===== config.mk =====
export PLATFORM = sky130hd
export DESIGN_NAME = fault
export DESIGN_NICKNAME = d
export VERILOG_FILES = /design/src/rtl/fault_pkg.sv /design/src/rtl/fault_core.sv /design/src/rtl/fault.sv
export SDC_FILE = /design/constraint.sdc
export NUM_CORES = 1
export LEC_CHECK = 0
export CORE_AREA = 2 2 39 41
export DETAILED_ROUTE_END_ITERATION = 8
export DIE_AREA = 0 0 41 43
export PLACE_DENSITY_LB_ADDON = 0.1
export SLEW_MARGIN = 20
export SYNTH_ARGS = -nofsm -noshare
export SYNTH_HDL_FRONTEND = slang
export SYNTH_SLANG_ARGS = --single-unit

===== constraint.sdc =====
create_clock -name clk -period 0.8 [get_ports clk]
set_input_delay 0.08 -clock clk [delete_from_list [all_inputs] [get_ports clk]]
set_output_delay 0.08 -clock clk [all_outputs]
set_load 0.01 [all_outputs]

===== src/rtl/fault_pkg.sv =====
// Shared node indices, scan length and node-vector type for the stuck-at fault article.
package fault_pkg;

  localparam int unsigned SCAN_LEN = 9;

  localparam int unsigned NODE_A  = 0;
  localparam int unsigned NODE_B  = 1;
  localparam int unsigned NODE_C  = 2;
  localparam int unsigned NODE_D  = 3;
  localparam int unsigned NODE_N1 = 4;
  localparam int unsigned NODE_N2 = 5;
  localparam int unsigned NODE_N3 = 6;
  localparam int unsigned NODE_N4 = 7;
  localparam int unsigned NODE_X  = 8;

  // Packed {a,b,c,d,N1,N2,N3,N4,x}: node index i lives at bit SCAN_LEN-1-i.
  typedef logic [SCAN_LEN-1:0] node_vec_t;

  function automatic logic pick(input logic v, input node_vec_t fmask,
                                input logic fval, input int unsigned node);
    return fmask[SCAN_LEN-1-node] ? fval : v;
  endfunction

endpackage


===== src/rtl/fault_core.sv =====
// Combinational core N1..N4/x; FAULT_INJECT_EN adds stuck-at forcing of any one net.
module fault_core
  import fault_pkg::*;
(
  input  logic      a,
  input  logic      b,
  input  logic      c,
  input  logic      d,
`ifdef FAULT_INJECT_EN
  input  logic       fi_en,
  input  logic [3:0] fi_node,
  input  logic       fi_val,
`endif
  output node_vec_t nodes,
  output logic      x
);

  node_vec_t fmask;
  logic      fval;
  logic      ai, bi, ci, di, n1, n2, n3, n4, xi;

`ifdef FAULT_INJECT_EN
  always_comb begin
    fmask = '0;
    for (int unsigned i = 0; i < SCAN_LEN; i++) begin
      if (fi_en && fi_node == 4'(i)) fmask[SCAN_LEN-1-i] = 1'b1;
    end
  end
  assign fval = fi_val;
`else
  assign fmask = '0;
  assign fval  = 1'b0;
`endif

  // Each net is forced at its fanout point so every consumer sees the fault.
  always_comb begin
    ai = pick(a, fmask, fval, NODE_A);
    bi = pick(b, fmask, fval, NODE_B);
    ci = pick(c, fmask, fval, NODE_C);
    di = pick(d, fmask, fval, NODE_D);
    n1 = pick(~(ai | bi), fmask, fval, NODE_N1);
    n2 = pick(ai & bi, fmask, fval, NODE_N2);
    n4 = pick(~ci | di, fmask, fval, NODE_N4);
    n3 = pick(n1 & n4, fmask, fval, NODE_N3);
    xi = pick(n2 | n3, fmask, fval, NODE_X);
  end

  assign nodes = {ai, bi, ci, di, n1, n2, n3, n4, xi};
  assign x     = xi;

endmodule


===== src/rtl/fault.sv =====
// Stuck-at teaching circuit wrapped by a 9-bit capture/shift scan register.
// Optional macro FAULT_INJECT_EN exposes fi_en/fi_node/fi_val fault-injection ports.
module fault
  import fault_pkg::*;
(
  input  logic       clk,
  input  logic       rst_n,
  input  logic       a,
  input  logic       b,
  input  logic       c,
  input  logic       d,
`ifdef FAULT_INJECT_EN
  input  logic       fi_en,
  input  logic [3:0] fi_node,
  input  logic       fi_val,
`endif
  output logic       x,
  input  logic       scan_en,
  input  logic       scan_in,
  output logic       scan_out
);

  node_vec_t nodes;
  node_vec_t sr;

  fault_core u_core (
    .a       (a),
    .b       (b),
    .c       (c),
    .d       (d),
`ifdef FAULT_INJECT_EN
    .fi_en   (fi_en),
    .fi_node (fi_node),
    .fi_val  (fi_val),
`endif
    .nodes   (nodes),
    .x       (x)
  );

  always_ff @(posedge clk or negedge rst_n) begin
    if (!rst_n)       sr <= '0;
    else if (scan_en) sr <= {sr[SCAN_LEN-2:0], scan_in};
    else              sr <= nodes;
  end

  assign scan_out = sr[SCAN_LEN-1];

endmodule


==> run_results.csv <==
group,metric,value,unit
timing,setup_slack,-0.02187,ns
critical_path,arrival,0.74,ns
timing,post-route-period-util,1.027,
logic_synthesis,yosysTopAreaCell,"dfrtp_1",
logic_synthesis,synth_compound_area_frac,0.07317,
logic_synthesis,synth_cell_type_count,12,
timing,hold_viol_final,0,
drt,num_vias,252,
placement,gp_congestion,0.6595,
logic_synthesis,synth_top_family_by_area,"multiplexers",
clock_tree,clock-sinks,9,
logic_synthesis,yosys.area_share.simple,0.09059,
finish,fin_util,0.3870,
critical_path,crit_family,"flip-flops",
logic_synthesis,synth_xor_area_frac,0,
critical_path,critPathSlowestCell,"dfrtp_1",
critical_path,slowest_delay,0.36,ns
critical_path,reg2reg_slack,0.07,ns
drt,ant_nets,0,
global_route,grt_use_total,0.1135,
drt,drcViolationCount,0,
critical_path,critPathMaxFanout,1,
die,ios,10,
timing,fmax,1217,MHz
clock_tree,clock_latency,0.25,ns
timing,rsz0062_at_grt,"true",
placement,portBuffers,9,
logic_synthesis,syn-num-nets,35,
power_and_ir_drop,ir_drop,684.6,uV
timing,fin_worst_skew,0.001864,ns
finish,diodes,0,
job,drv_cap,0,
finish,largest_reg_flops,9,
outcome,violations,"negative setup slack",
logic_synthesis,ys_ff_latch,9,
drt,routedWlPerCell,11.22,um
placement,place_area,514.2,sq um
power_and_ir_drop,p_leak,0.2528,nW
die,start_util,0.2595,
timing,worst_pin_slew,0.2910,ns
global_route,antenna_found_initial,0,
clock_tree,clockRootBuffer,"clkbuf_4",
die,dieHeight,43,um
placement,dpl.hpwl,531.5,um
clock_tree,cts-buffers-inserted,3,
logic_synthesis,muxShareOfSynthArea,0.1847,
logic_synthesis,syn_area_per_cell,13.30,sq um
die,die-width,41,um
die,core-area,1384,sq um
logic_synthesis,synthAdderAreaFrac,0,
power_and_ir_drop,p_total,0.0009998,W
timing,setup_viol,2,
drt,drt-vias-per-instance,4.200,
clock_tree,post_cts_buffers,0,
finish,area_delta_synth_final,49.13,%
power_and_ir_drop,p_per_area,1867,nW/um^2
global_route,grt_overflow,0,
finish,fillers,144,
worst_hold_path,min_path_type,"in -> reg",
placement,placed_cells,56,
critical_path,start_kind,"register",
die,dieArea,1763,sq um
finish,final_nets,53,
timing,slew-limit-headroom,0.8060,
finish,final_cell_mix,"dfrtp_1, nand2_1, mux2_2, buf_4",
clock_tree,path_clk_slew,0.05,ns
timing,hold_slack,0.09725,ns
drt,drtPass1Iterations,1,
critical_path,path_cells,"buf_2",
logic_synthesis,netlist_top_cells_area,"dfrtp_1, mux2_2, nand2_1",
clock_tree,cts_tree,"done",
finish,final_cells,60,
logic_synthesis,syn_area,359.1,sq um
global_route,grt_max_degree,10,
clock_tree,clock_path_buffers,2,
critical_path,critical_path_required,0.72,ns
critical_path,crit_buf_inv,1,
drt,routed_wl,673,um
finish,fin_area,535.5,sq um
logic_synthesis,synth_top_area_share,0.6272,
clock_tree,htree_levels,1,
logic_synthesis,synthCells,27,
timing,slew_viol_final,0,
global_route,grt_pass1_wl,1193,um
global_route,grt_pass1_vias,285,
finish,final_common_cell,"dfrtp_1",
finish,top_register,"sr",
finish,largestRegisters,"sr (9)",
die,rows,14,
logic_synthesis,seq_area_frac_synth,0.6272,
finish,layout-drive-gt1-share,0.4318,
timing,finalCriticalPeriod,0.8219,ns
critical_path,critical_path_class,"reg -> out",
logic_synthesis,yosysWarnings,0,
critical_path,worstSetupEndpointType,"output port",
drt,drt_iter0_drc,0,
outcome,status,"finished, violations left",
## cells in the mapped netlist (all sizes together)
| master | n |
|---|---|
| buf | 1 |
| dfrtp | 9 |
| inv | 1 |
| mux2 | 5 |
| mux2i | 1 |
| nand2 | 4 |
| nor2b | 1 |
| o21ai | 3 |
| o31ai | 1 |
| or2 | 1 |
## final timing paths
kind | cells past startpoint | end | startpoint
worst min-delay path | 2 | sr[8] | a
max in group asynchronous | 2 | sr[5] | rst_n
worst min register to register | 2 | sr[2] | sr[1]
worst max-delay path | 1 | scan_out | sr[8]
worst max register to register | 1 | sr[6] | sr[5]
min in group asynchronous | 2 | sr[3] | rst_n
## power breakdown
part	internal, W	switching [W]	total [W]	leakage, nW
combinational	0.0000929	0.0000642	0.000157	0.129
clock	0.000191	0.000142	0.000333	0.0150
sequential	0.000498	0.0000114	0.000509	0.109
total	0.000782	0.000218	0.00100	0.253
## cells by family after synthesis
logic type | count (synthesis)
DFF | 9
buffers and inverters | 2
and+or+nand+nor | 6
AOI/OAI and AO/OA | 4
muxes | 6
## metal layers
layer	global-route usage	vias up	routed length, um	part of all wire
met4	0.1200	0	12	0.018
li1	-	126	-	-
met5	0	-	0	0
met1	0.1060	119	240	0.36
met3	0.04712	2	45	0.067
met2	0.1656	5	374	0.56
## through the flow
step | setup TNS [ns] | setup WS, ns
finish | -0.03108 | -0.02187
global route | -0.1029 | -0.06078
CTS | -0.08590 | -0.04501
detailed placement | -4.512 | -0.7809
global placement | -4.518 | -0.7853
floorplan | 0 | 0.07437
## area by class of cell
class / count / area, sq um / share of cell area
multi-input combinational: 16 / 137.6 / 0.2570
sequential: 9 / 225.2 / 0.4206
tap: 16 / 20.02 / 0.03738
timing repair buffer: 14 / 122.6 / 0.2290
clock buffer: 4 / 26.28 / 0.04907
inverter: 1 / 3.754 / 0.007009
## timing repair
| action | 4_1_cts | 5_1_grt |
|---|---|---|
| gates cloned | 0 | 0 |
| endpoints found under the setup margin | 11 | 2 |
| pin swaps | 2 | 1 |
| hold buffers | 0 | 0 |
| resized for setup | 20 | 2 |
(Power assumes the default switching activity.)
